**src/rtl/prog_sequencer.sv**
```systemverilog
// prog_sequencer: runs NUM_PROGS core programs back to back. Each program
// clears the register file, holds the core in reset while its start address
// settles, then releases it under a watchdog until the core reports done.
module prog_sequencer #(
    parameter int NUM_PROGS  = 3,
    parameter int PC_W       = 10,
    parameter int START0     = 0,
    parameter int START1     = 64,
    parameter int START2     = 128,
    parameter int CLR_CYC    = 2,
    parameter int SETTLE_CYC = 2,
    parameter int TIMEOUT    = 4096
) (
    input  logic                 clk,
    input  logic                 reset,
    input  logic                 go,
    input  logic                 abort,
    input  logic                 core_done,
    output logic                 core_reset,
    output logic [PC_W-1:0]      start_addr,
    output logic                 rf_clear,
    output logic [1:0]           prog_idx,
    output logic                 prog_done,
    output logic [15:0]          run_cycles,
    output logic [NUM_PROGS-1:0] timeout_flags,
    output logic                 busy,
    output logic                 all_done
);

    typedef enum logic [2:0] {IDLE, CLEAR, LAUNCH, RUN, DONE, FINISH} state_t;

    localparam logic [15:0] CLR_LAST = 16'(CLR_CYC - 1);
    localparam logic [15:0] SET_LAST = 16'(SETTLE_CYC - 1);
    localparam logic [31:0] TO_LAST  = 32'(TIMEOUT - 1);
    localparam logic [1:0]  IDX_LAST = 2'(NUM_PROGS - 1);

    function automatic logic [PC_W-1:0] start_of(input logic [1:0] idx);
        case (idx)
            2'd0:    start_of = PC_W'(START0);
            2'd1:    start_of = PC_W'(START1);
            default: start_of = PC_W'(START2);
        endcase
    endfunction

    function automatic logic [15:0] sat16(input logic [31:0] v);
        sat16 = (v > 32'h0000_FFFF) ? 16'hFFFF : v[15:0];
    endfunction

    state_t                state, state_n;
    logic [15:0]           cnt, cnt_n;      // CLEAR / LAUNCH dwell counter
    logic [31:0]           wdog, wdog_n;    // RUN-cycle watchdog
    logic [1:0]            idx_n;
    logic [PC_W-1:0]       addr_n;
    logic [15:0]           rc_n;
    logic [NUM_PROGS-1:0]  flags_n;
    logic                  core_reset_n, rf_clear_n, prog_done_n, busy_n, all_done_n;

    // Next-state and next-output logic; outputs are derived from the next
    // state so every output comes straight from a flop.
    always_comb begin
        state_n = state;
        cnt_n   = cnt;
        wdog_n  = wdog;
        idx_n   = prog_idx;
        addr_n  = start_addr;
        rc_n    = run_cycles;
        flags_n = timeout_flags;

        if (abort) begin
            state_n = IDLE;
        end else begin
            case (state)
                IDLE: if (go) begin
                    state_n = CLEAR;
                    cnt_n   = '0;
                    idx_n   = '0;
                    flags_n = '0;
                    rc_n    = '0;
                end
                CLEAR: if (cnt == CLR_LAST) begin
                    state_n = LAUNCH;
                    cnt_n   = '0;
                    // Load the address on LAUNCH entry; it then holds until
                    // the next program's LAUNCH.
                    addr_n  = start_of(prog_idx);
                end else begin
                    cnt_n = cnt + 16'd1;
                end
                LAUNCH: if (cnt == SET_LAST) begin
                    state_n = RUN;
                    wdog_n  = '0;
                end else begin
                    cnt_n = cnt + 16'd1;
                end
                RUN: begin
                    if (wdog != '1) wdog_n = wdog + 32'd1;
                    // wdog==0 is the first RUN cycle: done may be stale there.
                    if (core_done && (wdog != '0)) begin
                        state_n = DONE;
                        rc_n    = sat16(wdog);
                    end else if (wdog == TO_LAST) begin
                        state_n           = DONE;
                        rc_n              = sat16(wdog);
                        flags_n[prog_idx] = 1'b1;
                    end
                end
                DONE: if (prog_idx == IDX_LAST) begin
                    state_n = FINISH;
                end else begin
                    state_n = CLEAR;
                    cnt_n   = '0;
                    idx_n   = prog_idx + 2'd1;
                end
                FINISH: if (!go) state_n = IDLE;
                default: state_n = IDLE;
            endcase
        end

        core_reset_n = (state_n != RUN);
        rf_clear_n   = (state_n == CLEAR);
        prog_done_n  = (state_n == DONE);
        busy_n       = (state_n inside {CLEAR, LAUNCH, RUN, DONE});
        all_done_n   = (state_n == FINISH);
    end

    // State and output registers; reset forces core_reset high immediately.
    always_ff @(posedge clk or posedge reset) begin
        if (reset) begin
            state         <= IDLE;
            cnt           <= '0;
            wdog          <= '0;
            core_reset    <= 1'b1;
            rf_clear      <= 1'b0;
            prog_idx      <= '0;
            start_addr    <= PC_W'(START0);
            prog_done     <= 1'b0;
            run_cycles    <= '0;
            timeout_flags <= '0;
            busy          <= 1'b0;
            all_done      <= 1'b0;
        end else begin
            state         <= state_n;
            cnt           <= cnt_n;
            wdog          <= wdog_n;
            core_reset    <= core_reset_n;
            rf_clear      <= rf_clear_n;
            prog_idx      <= idx_n;
            start_addr    <= addr_n;
            prog_done     <= prog_done_n;
            run_cycles    <= rc_n;
            timeout_flags <= flags_n;
            busy          <= busy_n;
            all_done      <= all_done_n;
        end
    end

endmodule
```
**config.mk**
```make
export PLATFORM = sky130hd
export DESIGN_NAME = prog_sequencer
export DESIGN_NICKNAME = d
export VERILOG_FILES = /design/src/rtl/prog_sequencer.sv
export SDC_FILE = /design/constraint.sdc
export NUM_CORES = 1
export LEC_CHECK = 0
export BUFFER_PORTS_ARGS = -buffer_cell sky130_fd_sc_hd__buf_2
export CAP_MARGIN = 15
export CORE_ASPECT_RATIO = 0.5
export CORE_UTILIZATION = 54
export DETAILED_ROUTE_END_ITERATION = 7
export GPL_TIMING_DRIVEN = 0
export HOLD_SLACK_MARGIN = 0.06
export PLACE_DENSITY_LB_ADDON = 0.3
export RECOVER_POWER = 25
export SKIP_CTS_REPAIR_TIMING = 1
export SYNTH_ARGS = -nofsm -noshare
export SYNTH_HDL_FRONTEND = slang
export SYNTH_SLANG_ARGS = --single-unit
```
**constraint.sdc**
```tcl
create_clock -name clk -period 2.4 [get_ports clk]
set_clock_uncertainty 0.1 [all_clocks]
set_input_delay 0.24 -clock clk [delete_from_list [all_inputs] [get_ports clk]]
set_output_delay 0.24 -clock clk [all_outputs]
set_load 0.02 [all_outputs]
```
==> run_results.csv, run 1 <==
group,metric,value,unit
global_route,grt_pass1_vias,3863,
clocking,cts_buffers,9,
timing,fmax,0.393,GHz
worst_setup_path,rr_worst_depth,7,
worst_setup_path,criticalPathCategory,"flop to flop",
worst_setup_path,rrSetupSlack,-0.14,ns
timing,slew_headroom,34.3,%
route,wl_met3,634,um
synthesis,synth.distinct_cells,52,
worst_setup_path,r2r-end,"run_cycles[14]$_DFFE_PP0P_",
floorplan,die_area,8830,um^2
clocking,clkTransAtPathRegs,0.06,ns
power,p_leak,2.38,nW
floorplan,chipWidth,132,um
clocking,cts_root_buf,"clkbuf_16",
global_route,grt_pass1_wl,18.4,mm
route,wl_met1,5.30,mm
route,routed_wl,11.7,mm
final_layout,drive_above_1_share,27.8,%
clocking,cts_tree,"done",
floorplan,fp.dieH,67.0,um
status,status,"finished with violations",
route,drc,0,
synthesis,syn_inst,510,
clocking,htreeDepth,3,
worst_setup_path,start_kind,"flop",
timing,max_slew.worst_pin.slew,0.980,ns
route,route.met2.wl,5.55,mm
global_route,grt-ovfl-total,0,
floorplan,num_rows,23,
synthesis,synth_top_area_share,42.8,%
worst_setup_path,critPathRequiredTime,2.55,ns
placement,place_ws,-0.580,ns
worst_setup_path,crit_path_start,"wdog[15]$_DFFE_PP0P_",
clocking,clk_path_buf_depth,2,
synthesis,synth_seq_cells,79,
placement,place_area,4920,um^2
floorplan,core,8090,um^2
worst_setup_path,worstSetupEndpoint,"run_cycles[14]$_DFFE_PP0P_",
route,highest_layer,"met4",
floorplan,boundaryPins,41,
worst_setup_path,cp.arrival,2.70,ns
synthesis,avgSynthCellArea,8.94,um^2
timing,slew_viol_final,0,
timing,rsz0062_at_grt,"true",
synthesis,ys_async_sr_fraction,100,%
clocking,clkLatencyLatePin,0.35,ns
synthesis,synth_area_leaders,"dfrtp_1 (43%), o31ai_1 (7.1%), nand2_1 (4.7%), mux2i_1 (3.7%), nor2_1 (3.4%)",
synthesis,ys.flop_type,"dfrtp_1",
worst_setup_path,crit_fanout,6,
synthesis,synth_edf_count,0,
final_layout,stdcell_area,5680,um^2
final_layout,diodes,0,
worst_setup_path,end_kind,"flop",
timing,finalCritPeriodShare,106,%
route,ant_nets,0,
status,failed_checks,"negative setup slack",
synthesis,seq_area_frac_synth,43.4,%
synthesis,syn_area,4560,um^2
clocking,cts.sinks,79,
route,vias,4260,
timing,holdWs,0.193,ns
route,detail_route.wl_per_cell,16.9,um
timing,hold_viol,0,
floorplan,start_util,56.4,%
flow_run,drv_cap,0,
power,vdd_drop_max,411,uV
placement,place.gp.congestion,0.868,
placement,port_buffers,32,
route,dr.pass1.iters,7,
final_layout,layout.nets,587,
route,vias_per_cell,6.16,
timing,setup_viol,19,
final_layout,synthToLayoutAreaGrowth,24.5,%
power,p_per_area,681,nW/um^2
final_layout,fin_util,70.2,%
timing,setup_ws,-0.145,ns
global_route,track_usage,26.9,%
global_route,antenna_found_initial,0,
placement,place_hpwl,7.60,mm
synthesis,yosys_warnings,0,
timing,post-route-min-period,2.54,ns
final_layout,nFillCells,609,
route,drt_iter0_markers,404,
worst_setup_path,timing.rr.start,"wdog[15]$_DFFE_PP0P_",
global_route,grt_max_degree,59,
synthesis,synth_top_area_cell,"dfrtp_1",
hold_path,min_path_type,"input port to flop",
==> routing by layer <==
metal,up-vias,global-route usage [%]
met5,-,0
met4,0,10.2
met3,22,6.70
met2,138,44.5
met1,2074,34.6
li1,2026,-
==> flip-flops by register name (all words and copies together) (netlist names) <==
register / count
state: 3
run_cycles: 16
wdog: 32
timeout_flags: 3
core_reset: 1
cnt: 16
rf_clear: 1
all_done: 1
prog_idx: 2
busy: 1
start_addr: 2
prog_done: 1
==> cell type report <==
| class | instances | area (um^2) | share of cell area, % |
|---|---|---|---|
| multi-input combinational | 384 | 2650 | 46.7 |
| sequential | 79 | 1990 | 35.1 |
| timing repair buffer | 57 | 350 | 6.17 |
| clock buffer | 11 | 233 | 4.10 |
| buffer | 32 | 214 | 3.77 |
| tap | 112 | 140 | 2.47 |
| clock inverter | 5 | 50.0 | 0.882 |
| inverter | 12 | 46.3 | 0.816 |
==> cell usage in the layout (no fill, tap or decap), types with 10 or more instances in the layout <==
cell type,Yosys,final
o31ai_1,43,28
inv_1,12,10
nor2_1,41,41
dfrtp_2,0,10
clkbuf_1,31,11
mux2i_1,17,17
nand3_1,20,19
nor3_1,17,15
buf_4,8,32
nand2_1,57,57
dfrtp_1,78,68
o21ai_0,18,17
nand4_1,14,14
o31ai_2,0,10
buf_2,1,33
a21oi_1,21,16
==> worst min path at each step <==
| stage | end | slack, ns | from | depth (start not counted) |
|---|---|---|---|---|
| 2_1_floorplan | all_done$_DFF_PP0_ | 0.37 | go | 2 |
| 3_3_place_gp | start_addr[7]$_DFFE_PP0P_ | 0.36 | start_addr[7]$_DFFE_PP0P_ | 2 |
| 3_5_place_dp | rf_clear$_DFF_PP0_ | 0.12 | reset | 2 |
| 4_1_cts | rf_clear$_DFF_PP0_ | -0.24 | reset | 2 |
| 5_1_grt | all_done$_DFF_PP0_ | 0.23 | go | 3 |
| 6_report | all_done$_DFF_PP0_ | 0.19 | go | 3 |
==> cell families after synthesis <==
group | share of synthesized area [%]
fa+ha+maj | 1.92
flops | 43.4
mux | 3.98
simple gates | 26.2
other cells | 0.0823
compound gates | 18.8
buf+inv | 5.66
==> stage by stage <==
| step | total power [mW] | TNS, ns | cells |
|---|---|---|---|
| after floorplan | 2.15 | 0 | 517 |
| after global placement | 2.34 | -94.96 | 661 |
| after detailed placement | 2.37 | -25.43 | 662 |
| after CTS | 3.69 | -27.59 | 678 |
| after global routing | 4.05 | -3.25 | 692 |
| final | 3.86 | -1.64 | 692 |
==> critical path: stages (launching register included) <==
cell	delay, ns
dfrtp_2	0.45
or4_4	0.56
or4_4	0.44
or2_4	0.27
a21oi_2	0.13
buf_6	0.14
buf_4	0.14
mux2i_1	0.22
==> power by group <==
group | switching (mW) | total (mW) | internal (mW)
Combinational | 0.469 | 0.842 | 0.373
Sequential | 0.220 | 1.70 | 1.48
Clock | 0.528 | 1.33 | 0.798
==> cell usage after synthesis (all sizes together) (14+ instances only) <==
cell and count:
a21oi 22, nand2 57, dfrtp 78, o31ai 43, or4 14, nor3 18, mux2i 17, o21ai 18
nand3 20, nor2 41, clkbuf 31, nand4 14
No activity file was read; power rests on OpenSTA's default activity.
==> inputs of run 2 (changes only) <==
--- a/config.mk
+++ b/config.mk
@@ -8,7 +8,8 @@
 export BUFFER_PORTS_ARGS = -buffer_cell sky130_fd_sc_hd__buf_2
 export CAP_MARGIN = 15
 export CORE_ASPECT_RATIO = 0.5
-export CORE_UTILIZATION = 54
+export CORE_UTILIZATION = 56
+export CTS_BUF_LIST = sky130_fd_sc_hd__clkbuf_4
 export DETAILED_ROUTE_END_ITERATION = 7
 export GPL_TIMING_DRIVEN = 0
 export HOLD_SLACK_MARGIN = 0.06
==> run 2 against run 1 <==
Compared with the run above:
- the flow still finishes with violations (negative setup slack)
- design area is 1.4% higher
- count of clock-buffer cells in the layout stayed put
- critical path depth stayed put
- first-iteration DRC count is 54% higher
- largest power group unchanged
- highest routed layer unchanged
==> run_results.csv, run 2 (synthesis results as in run 1) <==
group,metric,value,unit
clocking,cts_tree,"done",
route,dr.pass1.iters,7,
final_layout,nFillCells,524,
worst_setup_path,crit_fanout,8,
route,drc,0,
final_layout,layout_common_cells,"dfrtp_1 (65), nand2_1 (57), buf_4 (42), nor2_1 (41), buf_2 (33)",
placement,place_area,4920,um^2
route,drt_iter0_markers,623,
floorplan,boundaryPins,41,
clocking,htreeDepth,3,
worst_setup_path,start_kind,"flop",
final_layout,layout.nets,598,
placement,place.gp.congestion,0.874,
final_layout,top_regs,"wdog: 32 flops, cnt: 16 flops, run_cycles: 16 flops",
floorplan,num_rows,22,
worst_setup_path,cp.arrival,2.96,ns
timing,post-route-min-period,2.69,ns
clocking,clkTransAtPathRegs,0.14,ns
status,failed_checks,"negative setup slack",
power,finalPower,3.41,mW
final_layout,synthToLayoutAreaGrowth,26.3,%
final_layout,final_common_cell,"dfrtp_1",
clocking,cts.sinks,79,
route,routed_wl,13.1,mm
hold_path,min_path_type,"input port to flop",
timing,fmax,0.371,GHz
timing,slew_headroom,43.4,%
flow_run,drv_cap,0,
clocking,clk_path_buf_depth,2,
worst_setup_path,criticalPathCategory,"flop to flop",
timing,max_slew.worst_pin.slew,0.844,ns
floorplan,die_area,8520,um^2
floorplan,fp.dieH,65.8,um
timing,setup_viol,26,
worst_setup_path,cp_cell_sequence,"or4_4 > or4_4 > or2_4 > a21oi_2 > buf_6 > buf_4 > mux2i_1",
placement,place_ws,-0.566,ns
status,status,"finished with violations",
global_route,grt_max_degree,61,
global_route,grt_pass1_wl,18.7,mm
power,p_leak,2.39,nW
floorplan,core,7600,um^2
power,vdd_drop_max,368,uV
clocking,cts_root_buf,"clkbuf_4",
timing,holdWs,0.0990,ns
timing,rsz0062_at_grt,"true",
route,vias,4591,
floorplan,start_util,60.0,%
placement,place_hpwl,7.58,mm
global_route,antenna_found_initial,0,
route,vias_per_cell,6.56,
final_layout,multi_input_area,2790,um^2
global_route,grt-ovfl-total,0,
final_layout,fin_util,75.7,%
final_layout,drive_above_1_share,32.0,%
timing,finalCritPeriodShare,112,%
global_route,grt_pass1_vias,3947,
worst_setup_path,timing.critical_path.mode_cell,"or4_4",
timing,slew_viol_final,0,
route,ant_nets,0,
floorplan,chipWidth,130,um
final_layout,largest_reg_flops,32,
final_layout,regArea,1990,um^2
route,detail_route.wl_per_cell,18.7,um
placement,port_buffers,32,
worst_setup_path,critical-path-max-stage-delay,0.53,ns
clocking,clkLatencyLatePin,0.48,ns
power,p_per_area,592,nW/um^2
final_layout,stdcell_area,5750,um^2
global_route,track_usage,28.9,%
timing,setup_ws,-0.294,ns
worst_setup_path,end_kind,"flop",
clocking,cts_buffers,9,
final_layout,regMostFlops,"wdog",
worst_setup_path,cp_slowest_cell,"or4_4",
worst_setup_path,critPathRequiredTime,2.67,ns
timing,hold_viol,0,
-- run 2: path summary, 6_finish.rpt --
path                                                 from                      endpoint  slack, ns  depth (start not counted)
min in group asynchronous                           reset  timeout_flags[0]$_DFFE_PP0P_       0.32                          3
worst min-delay path                                   go  timeout_flags[0]$_DFFE_PP0P_        0.1                          3
worst min register to register  start_addr[7]$_DFFE_PP0P_     start_addr[7]$_DFFE_PP0P_       0.40                          2
worst max register to register       wdog[15]$_DFFE_PP0P_    run_cycles[14]$_DFFE_PP0P_      -0.29                          7
worst max-delay path                 wdog[15]$_DFFE_PP0P_    run_cycles[14]$_DFFE_PP0P_      -0.29                          7
max in group asynchronous                           reset          wdog[15]$_DFFE_PP0P_       0.51                          4
-- run 2: routing by layer --
layer,share of wire (%),GRT usage [%]
met5,0,0
met4,3.6,10.0
met1,40,37.6
met2,47,47.0
met3,8.9,7.93
-- run 2: layout make-up --
| class | instances | area share (%) |
|---|---|---|
| diodes | 1 | 0.0435 |
| inverters | 12 | 0.805 |
| flip-flops and latches | 79 | 34.7 |
| plain buffers | 32 | 3.63 |
| repair buffers | 68 | 7.83 |
| multi-input cells | 384 | 48.4 |
| clock buffers | 11 | 1.44 |
| well taps | 108 | 2.35 |
| clock inverters | 5 | 0.848 |
-- run 2: worst max-delay path: cells and delay by family, from the launching register on --
family / cells / cell delay [ns]
DFF: 1 / 0.48
muxes: 1 / 0.33
and+or+nand+nor: 3 / 1.24
buffers and inverters: 2 / 0.30
AOI/OAI and AO/OA: 1 / 0.15
-- run 2: power by group --
part           internal (mW)  switching (mW)  total, mW
sequential              1.47           0.225       1.70
combinational          0.388           0.511      0.898
clock                  0.331           0.481      0.812
-- run 2: through the flow --
| step | setup TNS (ns) | cells |
|---|---|---|
| final | -1.99 | 700 |
| after global routing | -6.23 | 699 |
| after global placement | -92.20 | 657 |
| after detailed placement | -26.55 | 658 |
| after CTS | -28.64 | 674 |
| after floorplan | 0 | 517 |
